`src/rtl/dh_pkg.sv`:
```
// dh_pkg: shared FSM state encoding and default game constants for the duck controller
package dh_pkg;
  localparam int H_RES = 1024;
  localparam int GROUND_Y = 576;
  localparam int DUCK_W = 64;
  localparam int H_SPEED = 4;
  localparam int FALL_SPEED = 8;
  localparam int FLY_FRAMES = 300;
  localparam int HOLD_FRAMES = 30;
  localparam int MAX_MISSES = 3;
  typedef enum logic [2:0] {IDLE, SPAWN, FLY, HIT_HOLD, FALL, ESCAPE, GAME_OVER} state_t;
endpackage

```
`src/rtl/duck_axis_step.sv`:
```
// duck_axis_step: one-axis move by step with clamp-and-bounce at 0 and MAX
module duck_axis_step #(
  parameter int W = 11,
  parameter int MAX = 960
) (
  input logic [W-1:0] pos,
  input logic [7:0] step,
  input logic inc,
  output logic [W-1:0] pos_next,
  output logic inc_next
);
  localparam logic signed [11:0] LIM = 12'(MAX);
  logic signed [11:0] cand;
  always_comb begin
    cand = inc ? $signed(12'(pos)) + $signed(12'(step)) : $signed(12'(pos)) - $signed(12'(step));
    pos_next = cand < 12'sd0 ? '0 : cand > LIM ? W'(MAX) : W'(cand);
    inc_next = cand < 12'sd0 ? 1'b1 : cand > LIM ? 1'b0 : inc;
  end
endmodule

```
`src/rtl/duck_ctl.sv`:
```
// duck_ctl: duck hunt game FSM driving duck position, score, misses and game-over
module duck_ctl import dh_pkg::*; #(
  parameter int H_RES = dh_pkg::H_RES,
  parameter int GROUND_Y = dh_pkg::GROUND_Y,
  parameter int DUCK_W = dh_pkg::DUCK_W,
  parameter int H_SPEED = dh_pkg::H_SPEED,
  parameter int FALL_SPEED = dh_pkg::FALL_SPEED,
  parameter int FLY_FRAMES = dh_pkg::FLY_FRAMES,
  parameter int HOLD_FRAMES = dh_pkg::HOLD_FRAMES,
  parameter int MAX_MISSES = dh_pkg::MAX_MISSES
) (
  input logic clk,
  input logic rst,
  input logic new_frame,
  input logic start,
  input logic trigger,
  input logic hit,
  input logic direction,
  input logic [9:0] duck_start_pos,
  input logic [2:0] duck_vertical_speed,
  output logic [10:0] duck_x,
  output logic [9:0] duck_y,
  output logic duck_visible,
  output logic duck_shot,
  output logic [7:0] score,
  output logic [3:0] misses,
  output logic game_over
);
  localparam int X_MAX = H_RES - DUCK_W;
  localparam int CW = $clog2((FLY_FRAMES > HOLD_FRAMES ? FLY_FRAMES : HOLD_FRAMES) + 1);
  state_t state;
  logic [CW-1:0] cnt;
  logic dir, y_inc, dir_n, y_inc_n, y_step_inc;
  logic [2:0] vspeed;
  logic [10:0] x_n;
  logic [9:0] y_n;
  logic [7:0] y_step;
  assign y_step = state == FLY ? 8'(vspeed) : 8'(FALL_SPEED);
  assign y_step_inc = state == FLY ? y_inc : state == FALL;
  duck_axis_step #(.W(11), .MAX(X_MAX)) u_x (
    .pos(duck_x), .step(8'(H_SPEED)), .inc(dir), .pos_next(x_n), .inc_next(dir_n)
  );
  duck_axis_step #(.W(10), .MAX(GROUND_Y)) u_y (
    .pos(duck_y), .step(y_step), .inc(y_step_inc), .pos_next(y_n), .inc_next(y_inc_n)
  );
  always_ff @(posedge clk) begin
    if (rst) begin
      state <= IDLE;
      duck_x <= '0;
      duck_y <= 10'(GROUND_Y);
      score <= '0;
      misses <= '0;
      cnt <= '0;
      dir <= 1'b0;
      y_inc <= 1'b0;
      vspeed <= '0;
      duck_visible <= 1'b0;
      duck_shot <= 1'b0;
      game_over <= 1'b0;
    end else begin
      case (state)
        IDLE, GAME_OVER: if (start) begin
          state <= SPAWN;
          score <= '0;
          misses <= '0;
          game_over <= 1'b0;
        end
        SPAWN: begin
          state <= FLY;
          duck_x <= {1'b0, duck_start_pos} > 11'(X_MAX) ? 11'(X_MAX) : {1'b0, duck_start_pos};
          duck_y <= 10'(GROUND_Y);
          dir <= direction;
          y_inc <= 1'b0;
          vspeed <= duck_vertical_speed == 3'd0 ? 3'd1 : duck_vertical_speed;
          cnt <= '0;
          duck_visible <= 1'b1;
        end
        FLY: if (trigger && hit) begin
          state <= HIT_HOLD;
          cnt <= '0;
          score <= score + {7'd0, score != 8'hFF};
          duck_shot <= 1'b1;
        end else if (new_frame) begin
          duck_x <= x_n;
          dir <= dir_n;
          duck_y <= y_n;
          y_inc <= y_inc_n;
          cnt <= cnt + 1'b1;
          if (cnt == CW'(FLY_FRAMES - 1)) state <= ESCAPE;
        end
        HIT_HOLD: if (new_frame) begin
          cnt <= cnt + 1'b1;
          if (cnt == CW'(HOLD_FRAMES - 1)) state <= FALL;
        end
        FALL: if (new_frame) begin
          duck_y <= y_n;
          if (y_n == 10'(GROUND_Y)) begin
            state <= SPAWN;
            duck_visible <= 1'b0;
            duck_shot <= 1'b0;
          end
        end
        ESCAPE: if (new_frame) begin
          duck_y <= y_n;
          if (y_n == 10'd0) begin
            misses <= misses + 4'd1;
            duck_visible <= 1'b0;
            state <= misses + 4'd1 == 4'(MAX_MISSES) ? GAME_OVER : SPAWN;
            game_over <= misses + 4'd1 == 4'(MAX_MISSES);
          end
        end
        default: state <= IDLE;
      endcase
    end
  end
endmodule

```
`config.mk`:
```
export PLATFORM = sky130hd
export DESIGN_NAME = duck_ctl
export DESIGN_NICKNAME = d
export VERILOG_FILES = /design/src/rtl/dh_pkg.sv /design/src/rtl/duck_axis_step.sv /design/src/rtl/duck_ctl.sv
export SDC_FILE = /design/constraint.sdc
export NUM_CORES = 1
export LEC_CHECK = 0
export BUFFER_PORTS_ARGS = -buffer_cell sky130_fd_sc_hd__buf_2
export CAP_MARGIN = 5
export CORE_AREA = 2 2 77 93
export DETAILED_ROUTE_END_ITERATION = 16
export DIE_AREA = 0 0 79 95
export GPL_TIMING_DRIVEN = 0
export PLACE_DENSITY = 0.78
export SLEW_MARGIN = 10
export SYNTH_ARGS = -nofsm -noshare
export SYNTH_HDL_FRONTEND = slang
export SYNTH_SLANG_ARGS = --single-unit
```
`constraint.sdc`:
```
create_clock -name clk -period 9.15 [get_ports clk]
set_clock_uncertainty 0.1 [all_clocks]
set_input_delay 0.4575 -clock clk [delete_from_list [all_inputs] [get_ports clk]]
set_output_delay 0.4575 -clock clk [all_outputs]
set_load 0.03 [all_outputs]
```
==> results of run 1 <==
==> worst paths after layout <==
path                          start        end  slack (ns)  depth (start not counted)
hold reg to reg           vspeed[2]  vspeed[2]        0.38                          2
setup reg to reg           state[0]  misses[3]        4.43                         15
setup / recovery           state[0]  misses[3]        4.43                         15
hold / removal    duck_start_pos[1]  duck_x[1]        0.25                          3
==> critical path: stages (launching register included) <==
cell      delay (ns)
dfxtp_1         0.32
buf_4           0.16
nor3b_1         0.34
clkbuf_1        0.47
inv_1           0.15
clkbuf_1        0.32
ha_1            0.47
a211o_1         0.15
o211ai_1        0.14
o31ai_1         0.41
mux2i_1         0.39
nand4_1         0.21
o21a_1          0.24
buf_6           0.14
or4_1           0.49
a21oi_1         0.15
==> power breakdown <==
part,switching [mW],internal [mW],leakage [nW]
Combinational,0.480,0.280,1.31
Sequential,0.0306,0.264,0.430
Clock,0.0837,0.0549,0.0456
Total,0.594,0.599,1.78
==> cell families (layout without fill, tap and decap cells) <==
group,Yosys count,after routing,synth area share (%)
AO/OA/AOI/OAI,139,139,24.0
XOR/XNOR,14,14,3.20
adder cells (fa/ha/maj),27,27,9.39
buffers and inverters,44,107,4.89
flip-flops,53,53,27.6
multiplexers,4,4,1.11
AND/OR/NAND/NOR,225,225,29.8
==> metal layers <==
| layer | routed length, um | vias to the layer above | track usage (%) |
|---|---|---|---|
| met5 | 0 | - | 0 |
| met4 | 215 | 0 | 10.6 |
| met3 | 630 | 21 | 4.21 |
| met2 | 4900 | 160 | 49.0 |
| met1 | 4380 | 1871 | 35.0 |
| li1 | - | 1971 | - |
==> flip-flops by register name, indices dropped and copies added (netlist names) <==
| signal | count |
|---|---|
| cnt | 9 |
| dir | 1 |
| duck_shot | 1 |
| duck_visible | 1 |
| duck_x | 11 |
| duck_y | 10 |
| game_over | 1 |
| misses | 4 |
| score | 8 |
| state | 3 |
| vspeed | 3 |
| y_inc | 1 |
==> stage by stage <==
| stage | std cells | instance area [um^2] | hold slack [ns] | setup slack (ns) | utilization (%) |
|---|---|---|---|---|---|
| 5_1_grt | 656 | 4310 | 0.261 | 4.04 | 64.4 |
| 2_1_floorplan | 506 | 3840 | 0.337 | 5.29 | - |
| 3_5_place_dp | 648 | 4220 | 0.362 | 4.53 | 63.1 |
| 4_1_cts | 656 | 4310 | 0.250 | 4.47 | 64.4 |
| 3_3_place_gp | 648 | 4220 | 0.344 | 4.57 | 63.1 |
| 6_report | 656 | 4310 | 0.251 | 4.43 | 64.4 |
==> Yosys cell counts (all sizes together) (2+ instances only) <==
library cell / n
o21ai: 25
a22oi: 6
clkbuf: 15
o311ai: 3
nor4: 8
nor2b: 5
mux2i: 2
nor2: 68
a32oi: 4
fa: 3
nor3: 20
nand2: 45
or4: 3
and2: 4
a21o: 4
a311oi: 4
a21oi: 39
or3: 2
ha: 24
xor2: 4
nand4: 7
buf: 4
a211oi: 17
nand3: 28
and3: 8
o31ai: 2
a21boi: 2
o2111ai: 3
nand2b: 5
xnor2: 10
or2: 9
o21a: 5
o41ai: 3
inv: 25
nor3b: 4
o211ai: 6
dfxtp: 53
a31oi: 4
a211o: 3
mux2: 2
==> layout make-up <==
class	count	share of cell area (%)
Inverter	25	2.18
Clock inverter	2	0.319
Sequential cell	53	24.6
Multi-Input combinational cell	409	60.1
Tap cell	87	2.53
Buffer	19	2.18
Timing Repair Buffer	55	6.39
Clock buffer	6	1.68
==> out/qor.yml, run 1 <==
async_reset_ff_share_pct: 0
synth.distinct_cells: 69
period_minus_slack_ns: 4.72
grt_pass1_wl_um: 16900
gp_congestion: 0.936
finalCritPeriodShare_pct: 51.6
post_drt_wl_per_cell_um: 15.4
grt_antenna_before_repair: 0
cp_max_fo: 11
n_antenna_cell: 0
setup_viol: 0
worstSkewPairLatency_ns: 0.32
synth_top_area_cell: "dfxtp_1"
place.port_buffers: 55
final_common_cell: "nor2_1"
ios: 56
synth-main-ff-cell: "dfxtp_1"
slew_headroom_pct: 45.9
die_w_um: 79
drc: 0
synth_top_area_share_pct: 27.6
timing.fmax_mhz: 212
tightest_slew_ns: 0.806
fin_setup_tns_ns: 0
grt_max_degree: 17
grt_pass1_vias: 3731
cts_max_level: 2
grt_setup_unrepaired: "no"
drt_wl_total_um: 10100
status: "finished, final reports clean"
required_ns: 9.30
max-cap-violations: 0
final_layout_size_suffix_gt1_share_pct: 15.3
coreArea_mm2: 0.00669
multi_input_area_mm2: 0.00259
cts_root_buf: "clkbuf_8"
cts_buffer_depth: 2
syn_nets: 553
synth_area_mm2: 0.00384
area_growth_pct: 12.3
initial_utilization_pct: 57.4
min_path_type: "primary input to flop"
finalHoldViolCount: 0
dpl.hpwl_um: 7750
avgSynthCellArea_um2: 7.58
synth_edf_count: 0
synthTopCellsByArea: "dfxtp_1 28%, ha_1 7.8%, nor2_1 6.6%"
cts-resized-gates: 0
drt_iter0_drc: 319
clock_sink_count: 53
regArea_mm2: 0.00106
overflow: 0
power_mw: 1.19
synthCells: 506
criticalPathCategory: "flop to flop"
path_clk_slew_ns: 0.11
maxSlewViolCount: 0
cts_setup_buffers: 0
postRouteAntennaNets: 0
cp-start-kind: "flop"
p_leak_nw: 1.78
mostFrequentLayoutCells: "67 x nor2_1, 55 x buf_2, 53 x dfxtp_1"
end_kind: "flop"
fillers: 639
yosysWarnings: 0
peakVddDrop_v: 0.000153
row_count: 33
cts_buffers: 5
synth-seq-area-share_pct: 27.6
nNetsFinal: 615
synth-seq-cells: 53
cts_hold_buf: 0
dr.pass1.iters: 5
via_count: 4023
grt_util_all_layers_pct: 28.1
cts_tree: "yes"
p_per_area_mw_per_mm2: 277
via_per_inst: 6.13
die_area_mm2: 0.00751
cp_data_arrival_time_ns: 4.87
die_h_um: 95
No activity file was read; power rests on OpenSTA's default activity.
==> inputs of run 2 (changes only) <==
Settings changed: CORE_AREA 2 2 77 93 to 2 2 78 95, DIE_AREA 0 0 79 95 to 0 0 80 97, PLACE_DENSITY 0.78 to 0.76.
Clock period 9.15 ns to 4.9 ns, I/O delays scaled along.
==> out/qor.yml, run 2 (synthesis results as in run 1) <==
largest_reg_flops: 11  # unchanged
setup_viol: 0  # unchanged
end_kind: "flop"  # unchanged
via_count: 4014  # was 4023
row_count: 33  # unchanged
path_cells: "buf_4 > nor3b_1 > clkbuf_2 > inv_1 > clkbuf_1 > ha_1 > a211o_1 > o211ai_1 > o31ai_1 > mux2i_1 > nand4_1 > o21a_1 > buf_6 > or4_1 > a21oi_1"  # was buf_4 > nor3b_1 > clkbuf_1 > inv_1 > clkbuf_1 > ha_1 > a211o_1 > o211ai_1 > o31ai_1 > mux2i_1 > nand4_1 > o21a_1 > buf_6 > or4_1 > a21oi_1
mostFrequentLayoutCells: "67 x nor2_1, 55 x buf_2, 53 x dfxtp_1"  # unchanged
clock_sink_count: 53  # unchanged
n_antenna_cell: 0  # unchanged
die_h_um: 97  # was 95 um
drc: 0  # unchanged
max-cap-violations: 0  # unchanged
p_leak_nw: 1.79  # was 1.78 nW
grt_max_degree: 19  # was 17
area_growth_pct: 12.6  # was 12.3%
status: "finished, final reports clean"  # unchanged
drt_wl_total_um: 10300  # was 10100 um
stdcell_count: 656  # unchanged
timing.fmax_mhz: 220  # was 212 MHz
p_per_area_mw_per_mm2: 520  # was 277 mW/mm^2
cts_setup_buffers: 0  # unchanged
ios: 56  # unchanged
cts_hold_buf: 0  # unchanged
die_w_um: 80  # was 79 um
cp_max_fo: 11  # unchanged
grt_setup_unrepaired: "no"  # unchanged
cp_data_arrival_time_ns: 4.70  # was 4.87 ns
nNetsFinal: 615  # unchanged
final_common_cell: "nor2_1"  # unchanged
crit_end: "misses[3]"  # unchanged
min_path_type: "primary input to flop"  # unchanged
post-route-util_pct: 63.8  # was 64.4%
worstSkewPairLatency_ns: 0.32  # about the same
maxSlewViolCount: 0  # unchanged
top_register: "duck_x"  # unchanged
dp.cells: 648  # unchanged
finalCritPeriodShare_pct: 92.7  # was 51.6%
place.port_buffers: 55  # unchanged
cts_root_buf: "clkbuf_8"  # unchanged
path_clk_slew_ns: 0.11  # about the same
r2r_setup_slack_ns: 0.36  # was 4.43 ns
power_mw: 2.25  # was 1.19 mW
min_from: "duck_start_pos[0]"  # was duck_start_pos[1]
gp_congestion: 0.924  # was 0.936
hold_ws_ns: 0.0447  # was 0.251 ns
cp-start-kind: "flop"  # unchanged
grt_util_all_layers_pct: 27.2  # was 28.1%
final_layout_size_suffix_gt1_share_pct: 15.8  # was 15.3%
cts_max_level: 2  # unchanged
cts_tree: "yes"  # unchanged
criticalPathCategory: "flop to flop"  # unchanged
dpl.hpwl_um: 7790  # was 7750 um
via_per_inst: 6.12  # was 6.13
fin_setup_tns_ns: 0  # unchanged
crit_path_top_delay_cell: "or4_1"  # unchanged
grt_pass1_vias: 3704  # was 3731
top_regs: "duck_x (11), duck_y (10), cnt (9)"  # unchanged
period_minus_slack_ns: 4.54  # was 4.72 ns
peakVddDrop_v: 0.000287  # was 0.000153 V
grt_pass1_wl_um: 17400  # was 16900 um
cp.depth: 15  # unchanged
cpLargestDelayFamily: "compound AO/OA/AOI/OAI gates"  # was buffers and inverters
drt_iter0_drc: 277  # was 319
cts_buffer_depth: 2  # unchanged
dr.pass1.iters: 5  # unchanged
cts_buffers: 5  # unchanged
initial_utilization_pct: 56.7  # was 57.4%
finalHoldViolCount: 0  # unchanged
die_area_mm2: 0.00776  # was 0.00751 mm^2
coreArea_mm2: 0.00677  # was 0.00669 mm^2
tightest_slew_ns: 0.814  # was 0.806 ns
reg2regPathDepth: 15  # unchanged
crit_start: "state[0]"  # unchanged
slew_headroom_pct: 45.3  # was 45.9%
r2r-end: "misses[3]"  # unchanged
grt_antenna_before_repair: 0  # unchanged
cts-resized-gates: 0  # unchanged
worst-path-buf-inv: 5  # unchanged
slowest_delay_ns: 0.50  # was 0.49 ns
postRouteAntennaNets: 0  # unchanged
timing.rr.start: "state[0]"  # unchanged
required_ns: 5.06  # was 9.30 ns
post_drt_wl_per_cell_um: 15.8  # was 15.4 um
overflow: 0  # unchanged
## run 2: cell types whose count changed in the layout (fill, tap and decap cells not counted), sizes merged
cell	before	now
clkinvlp	0	2
clkbuf	21	20
clkinv	1	0
## run 2: power by group
part	switching [mW]	internal (mW)	leakage, nW
logic	0.903	0.524	1.31
registers	0.0578	0.493	0.430
clock network	0.166	0.104	0.0423
total	1.13	1.12	1.79
## run 2: per-layer routing
metal / GRT usage (%) / vias up / share of wire, % / routed length (um)
met2: 44.5 / 147 / 47 / 4840
met3: 4.01 / 29 / 5.9 / 614
met1: 35.6 / 1855 / 44 / 4560
met5: 0 / - / 0 / 0
met4: 11.0 / 0 / 3.3 / 337
li1: - / 1983 / - / -
## run 2: worst min path at each step
stage	to	slack, ns	depth (start not counted)
detailed placement	game_over	0.36	2
floorplan	duck_x[0]	0.25	2
finish	duck_x[0]	0.04	3
global placement	vspeed[2]	0.35	2
global route	duck_x[1]	0.08	3
CTS	duck_x[0]	0.04	3
## run 2: final cells by class
type	count	area [um^2]
flip-flops and latches	53	1060
repair buffers	55	275
inverters	25	93.8
clock buffers	5	68.8
well taps	87	109
fillers	611	2450
multi-input cells	409	2590
clock inverters	3	26.3
plain buffers	19	95.1
## run 2: worst reg2reg max path, stage by stage, from the launching register on
cell and delay (ns):
dfxtp_1 0.31, buf_4 0.16, nor3b_1 0.32, clkbuf_2 0.31, inv_1 0.11, clkbuf_1 0.29, ha_1 0.49, a211o_1 0.16
o211ai_1 0.17, o31ai_1 0.43, mux2i_1 0.41, nand4_1 0.20, o21a_1 0.25, buf_6 0.14, or4_1 0.50, a21oi_1 0.14
## run 2: stage by stage
| stage | instance area [um^2] | worst slack [ns] |
|---|---|---|
| floorplan | 3840 | 1.04 |
| global placement | 4220 | 0.353 |
| detailed placement | 4220 | 0.305 |
| CTS | 4320 | 0.274 |
| global route | 4320 | 0.135 |
| finish | 4320 | 0.359 |
